### src/rtl/matmul_pkg.sv
// Shared types, sizes and constant operand tables for the 3x3 matrix multiplier.
// MATMUL_SATURATE_EN selects saturating accumulation; the bounds live here.
package matmul_pkg;

  localparam int unsigned N_DEF  = 3;
  localparam int unsigned DW_DEF = 8;
  localparam int unsigned RW_DEF = 16;
  localparam int unsigned AW     = $clog2(N_DEF * N_DEF);

  typedef enum logic [2:0] {StIdle, StClr, StMac, StStore, StFin} state_e;

  typedef logic signed [DW_DEF-1:0] elem_t;
  typedef logic signed [RW_DEF-1:0] result_t;
  typedef logic        [AW-1:0]     addr_t;

  localparam elem_t A_TAB0 [N_DEF*N_DEF] = '{
    8'sd1, 8'sd2, 8'sd3, 8'sd4, 8'sd5, 8'sd6, 8'sd7, 8'sd8, 8'sd9
  };
  localparam elem_t B_TAB0 [N_DEF*N_DEF] = '{
    8'sd9, 8'sd8, 8'sd7, 8'sd6, 8'sd5, 8'sd4, 8'sd3, 8'sd2, 8'sd1
  };
  localparam elem_t STRESS_VAL = 8'sd127;

  localparam result_t SAT_MAX = 16'sh7fff;
  localparam result_t SAT_MIN = 16'sh8000;

  // Table select 1 fills every element with the largest positive value.
  function automatic elem_t a_rom(input int unsigned sel, input addr_t idx);
    return (sel == 1) ? STRESS_VAL : A_TAB0[idx];
  endfunction

  function automatic elem_t b_rom(input int unsigned sel, input addr_t idx);
    return (sel == 1) ? STRESS_VAL : B_TAB0[idx];
  endfunction

endpackage

### src/rtl/matmul_mac.sv
// Signed multiply-accumulate with synchronous clear.
// With MATMUL_SATURATE_EN defined each add clamps to the result range instead of wrapping.
module matmul_mac
  import matmul_pkg::*;
#(
  parameter int unsigned DW = DW_DEF,
  parameter int unsigned RW = RW_DEF
) (
  input  logic                 clk,
  input  logic                 rst,
  input  logic                 clr,
  input  logic                 en,
  input  logic signed [DW-1:0] a,
  input  logic signed [DW-1:0] b,
  output logic signed [RW-1:0] acc
);

  logic signed [2*DW-1:0] prod;
  logic signed [RW-1:0]   prod_ext;
  logic signed [RW-1:0]   acc_d;

  assign prod     = a * b;
  assign prod_ext = RW'(prod);

`ifdef MATMUL_SATURATE_EN
  logic [RW:0] sum;

  // One guard bit: overflow when the top two bits disagree.
  assign sum = {acc[RW-1], acc} + {prod_ext[RW-1], prod_ext};

  always_comb begin
    acc_d = sum[RW-1:0];
    if (sum[RW] != sum[RW-1]) begin
      acc_d = sum[RW] ? SAT_MIN : SAT_MAX;
    end
  end
`else
  always_comb begin
    acc_d = acc + prod_ext;
  end
`endif

  always_ff @(posedge clk or posedge rst) begin
    if (rst) begin
      acc <= '0;
    end else if (clr) begin
      acc <= '0;
    end else if (en) begin
      acc <= acc_d;
    end
  end

endmodule

### src/rtl/matmul_top.sv
// 3x3 signed matrix multiplier over constant ROMs; streams C row-major on Results.
// Accumulation mode is chosen by MATMUL_SATURATE_EN inside matmul_mac.
module matmul_top
  import matmul_pkg::*;
#(
  parameter int unsigned N       = N_DEF,
  parameter int unsigned DW      = DW_DEF,
  parameter int unsigned RW      = RW_DEF,
  parameter int unsigned MAT_SEL = 0
) (
  input  logic                 clk,
  input  logic                 rst,
  input  logic                 START_CONTROLLER,
  output logic                 DONE,
  output logic signed [RW-1:0] Results
);

  localparam int unsigned    CW   = (N > 1) ? $clog2(N) : 1;
  localparam logic [CW-1:0]  LAST = CW'(N - 1);

  state_e               state;
  logic [CW-1:0]        i, j, k;
  addr_t                a_addr, b_addr, c_addr, rd_idx;
  logic signed [DW-1:0] a_val, b_val;
  logic signed [RW-1:0] acc;
  logic signed [RW-1:0] c_mem [N*N];

  assign a_addr = addr_t'(N) * addr_t'(i) + addr_t'(k);
  assign b_addr = addr_t'(N) * addr_t'(k) + addr_t'(j);
  assign c_addr = addr_t'(N) * addr_t'(i) + addr_t'(j);
  assign a_val  = a_rom(MAT_SEL, a_addr);
  assign b_val  = b_rom(MAT_SEL, b_addr);

  matmul_mac #(
    .DW (DW),
    .RW (RW)
  ) u_mac (
    .clk (clk),
    .rst (rst),
    .clr (state == StClr),
    .en  (state == StMac),
    .a   (a_val),
    .b   (b_val),
    .acc (acc)
  );

  always_ff @(posedge clk or posedge rst) begin
    if (rst) begin
      state   <= StIdle;
      i       <= '0;
      j       <= '0;
      k       <= '0;
      rd_idx  <= '0;
      Results <= '0;
      DONE    <= 1'b0;
      for (int n = 0; n < N * N; n++) begin
        c_mem[n] <= '0;
      end
    end else begin
      unique case (state)
        StIdle: begin
          // Idle/Fin re-read the last stored element, so Results is unchanged.
          Results <= c_mem[rd_idx];
          if (START_CONTROLLER) begin
            state <= StClr;
          end
        end
        StClr: begin
          k     <= '0;
          state <= StMac;
        end
        StMac: begin
          if (k == LAST) begin
            k     <= '0;
            state <= StStore;
          end else begin
            k <= k + CW'(1);
          end
        end
        StStore: begin
          c_mem[c_addr] <= acc;
          Results       <= acc;
          rd_idx        <= c_addr;
          if (j == LAST) begin
            j <= '0;
            if (i == LAST) begin
              i     <= '0;
              DONE  <= 1'b1;
              state <= StFin;
            end else begin
              i     <= i + CW'(1);
              state <= StClr;
            end
          end else begin
            j     <= j + CW'(1);
            state <= StClr;
          end
        end
        StFin: begin
          Results <= c_mem[rd_idx];
          if (!START_CONTROLLER) begin
            DONE  <= 1'b0;
            state <= StIdle;
          end
        end
        default: begin
          state <= StIdle;
        end
      endcase
    end
  end

endmodule

### config.mk
export PLATFORM = sky130hd
export DESIGN_NAME = matmul_top
export DESIGN_NICKNAME = d
export VERILOG_FILES = /design/src/rtl/matmul_pkg.sv /design/src/rtl/matmul_mac.sv /design/src/rtl/matmul_top.sv
export SDC_FILE = /design/constraint.sdc
export NUM_CORES = 1
export LEC_CHECK = 0
export BUFFER_PORTS_ARGS = -buffer_cell sky130_fd_sc_hd__buf_4
export CAP_MARGIN = 40
export CORE_ASPECT_RATIO = 1.5
export CORE_MARGIN = 3
export CORE_UTILIZATION = 55
export CTS_BUF_LIST = sky130_fd_sc_hd__clkbuf_2 sky130_fd_sc_hd__clkbuf_4 sky130_fd_sc_hd__clkbuf_8
export DETAILED_ROUTE_END_ITERATION = 10
export GPL_TIMING_DRIVEN = 0
export PLACE_DENSITY = 0.72
export SLEW_MARGIN = 20
export SYNTH_ARGS = -nofsm -noshare
export SYNTH_HDL_FRONTEND = slang
export SYNTH_HIERARCHICAL = 1
export SYNTH_SLANG_ARGS = --single-unit
### constraint.sdc
create_clock -name clk -period 6.1 [get_ports clk]
set_clock_uncertainty 0.05 [all_clocks]
set_input_delay 0.915 -clock clk [delete_from_list [all_inputs] [get_ports clk]]
set_output_delay 0.915 -clock clk [all_outputs]
set_load 0.02 [all_outputs]
==> results.py <==
metrics = {
    "detailed_routing": {
        "num_vias": 8108,
        "drcViolationCount": 0,
        "drt_iter0_drc": 544,
        "via_per_inst": 5.52,
        "wl_per_cell_um": 19.7,
        "firstDrtPassIters": 4,
        "drtAntennaViolNets": 0,
        "detail_route.wirelength_um": 29000,
    },
    "sta": {
        "hold_ws_ns": 0.446,
        "layout_setup_ws_ns": -0.0256,
        "finalHoldViolCount": 0,
        "tightest_slew_ns": 0.796,
        "min_period_ns": 6.13,
        "drv_slew": 0,
        "rsz0062_at_grt": "true",
        "max_slew_margin_pct": 46.9,
        "finalSetupViolCount": 1,
        "fmax_ghz": 0.163,
        "fin_tns_setup_ns": -0.0256,
        "period_share_pct": 100,
    },
    "clock_tree": {
        "cts.path.max_buffers": 2,
        "cts-hold-fix-buffers": 0,
        "clk_pin_slew_ns": 0.10,
        "cts_made_buffers": 17,
        "cts_sinks": 190,
        "ctsHtreeMaxLevel": 4,
        "worst_skew_pair.late_latency_ns": 0.47,
        "cts-root-buf": "clkbuf_8",
        "cts_tree": "yes",
    },
    "final_layout": {
        "drive_above_1_share_pct": 27.5,
        "multi_input_area_um2": 7390,
        "fillers": 1694,
        "register_area_um2": 4760,
        "area_delta_synth_final_pct": 15.3,
        "num-nets-final": 1317,
        "diodes": 0,
        "fin_cells": 1470,
    },
    "global_routing": {
        "grt_pass1_vias": 8937,
        "grt_max_degree": 91,
        "antenna_found_initial": 0,
        "grt_pass1_wl_um": 47100,
        "grt-ovfl-total": 0,
        "track_usage_pct": 24.9,
    },
    "setup_path": {
        "crit_path_frequent_cell": "buf_4",
        "critical_path_depth": 46,
        "start_kind": "flip-flop",
        "path_delay_family": "buffers and inverters",
        "cp.required_ns": 6.42,
        "critical_path_class": "reg -> reg",
        "cp_max_fo": 3,
        "ff2ff_path_depth": 46,
        "crit_slowest_cell": "dfrtp_1",
        "cp_num_buf_inv": 41,
        "end_kind": "flip-flop",
        "slowest_delay_ns": 0.40,
        "critPathArrivalTime_ns": 6.44,
    },
    "flow_run": {
        "max_cap_violations": 0,
    },
    "synthesis": {
        "yosys-top-cells-area": "dfrtp_1 (39%), fa_1 (12%), mux2_2 (8.1%), mux2i_1 (6.0%), ha_1 (5.5%)",
        "synth_cell_types": 61,
        "yosys.cell_count.top_type": "dfrtp_1",
        "synthTopCellsByCount": "dfrtp_1 (190), inv_1 (92), mux2_2 (89)",
        "seq_area_frac_synth_pct": 38.5,
        "async_flop_share_pct": 100,
        "synth_cells": 1026,
        "synth_enable_flop_cells": 0,
        "synth-seq-cells": 190,
        "synth_ff_type": "dfrtp_1",
        "yosysWarningCount": 6,
        "synth_top_area_share_pct": 38.5,
        "syn_area_per_cell_um2": 12.0,
        "yosysTopAreaCell": "dfrtp_1",
        "synth_area_um2": 12300,
    },
    "place": {
        "place_inst": 1377,
        "hpwlAfterDp_um": 20000,
        "place.gp.congestion": 0.837,
        "io_buffers": 19,
        "dp_slack_ns": -0.530,
    },
    "hold_path": {
        "holdPathStages": 1,
        "worstHoldPathType": "reg -> reg",
    },
    "floorplan": {
        "core_um2": 21900,
        "initial_core_util_pct": 56.4,
        "fp.dieW_um": 128,
        "dieArea_um2": 24300,
        "num_io_pins": 20,
        "die_h_um": 189,
        "rows": 66,
    },
    "status": {
        "status": "finished, violations left",
        "failed_checks": "setup timing",
    },
}
## timing repair
item / CTS / global route
gates resized for setup: 26 / 42
setup endpoints to repair: 8 / 8
pin swaps: 15 / 30
setup buffers: 53 / 10
## cell families after synthesis
group | after synthesis | share of synthesized area (%)
buffers and inverters | 152 | 5.65
flip-flops | 190 | 38.5
other | 1 | 0.0304
XOR/XNOR | 20 | 1.42
multiplexers | 238 | 22.0
AND/OR/NAND/NOR | 177 | 7.51
adder cells (fa/ha/maj) | 129 | 17.6
AO/OA/AOI/OAI | 119 | 7.25
## stage by stage
step | instance area, um^2 | util [%]
after floorplan | 12600 | -
after global placement | 13000 | 59.6
after detailed placement | 13100 | 59.9
after CTS | 14000 | 63.9
after global routing | 14200 | 65.0
final | 14200 | 65.0
## cell usage in the layout (no fill, tap or decap), types with 42 or more instances in the layout
cell type / instances
a22oi_1: 48
buf_4: 83
conb_1: 58
dfrtp_1: 189
fa_1: 71
inv_1: 81
mux2_1: 42
mux2_2: 89
mux2i_1: 74
nand2_1: 62
## cell type report
| type | instances | area share [%] |
|---|---|---|
| Buffer | 59 | 2.52 |
| Clock buffer | 18 | 1.74 |
| Clock inverter | 14 | 0.862 |
| Inverter | 93 | 2.51 |
| Multi-Input combinational cell | 741 | 51.9 |
| Sequential cell | 190 | 33.4 |
| Tap cell | 272 | 2.39 |
| Timing Repair Buffer | 83 | 4.61 |
## metal layers
layer  track usage [%]  vias up  wire length (um)
met2              46.0      155             15800
met4              9.72        0              1090
met5                 0        -                 0
met1              29.2     4145             11500
met3              2.77       68               617
li1                  -     3740                 -
## flip-flops by register name (all words and copies together), names as in the netlist
| register | count |
|---|---|
| rd_idx | 4 |
| u_mac/acc | 16 |
| c_mem | 144 |
| Results | 16 |
| DONE | 1 |
| i | 2 |
| state | 3 |
| j | 2 |
| k | 2 |
## path summary, 6_finish.rpt
kind,start,endpoint,slack [ns]
hold reg to reg,c_mem[81],c_mem[81],0.45
min in group asynchronous,rst,Results[12],0.48
max in group asynchronous,rst,k[1],4.66
setup / recovery,k[0],state[0],-0.03
hold / removal,c_mem[81],c_mem[81],0.45
setup reg to reg,k[0],state[0],-0.03
Power is not shown: default switching activity piles up to over one toggle a cycle in this logic, so the estimate is an artifact.
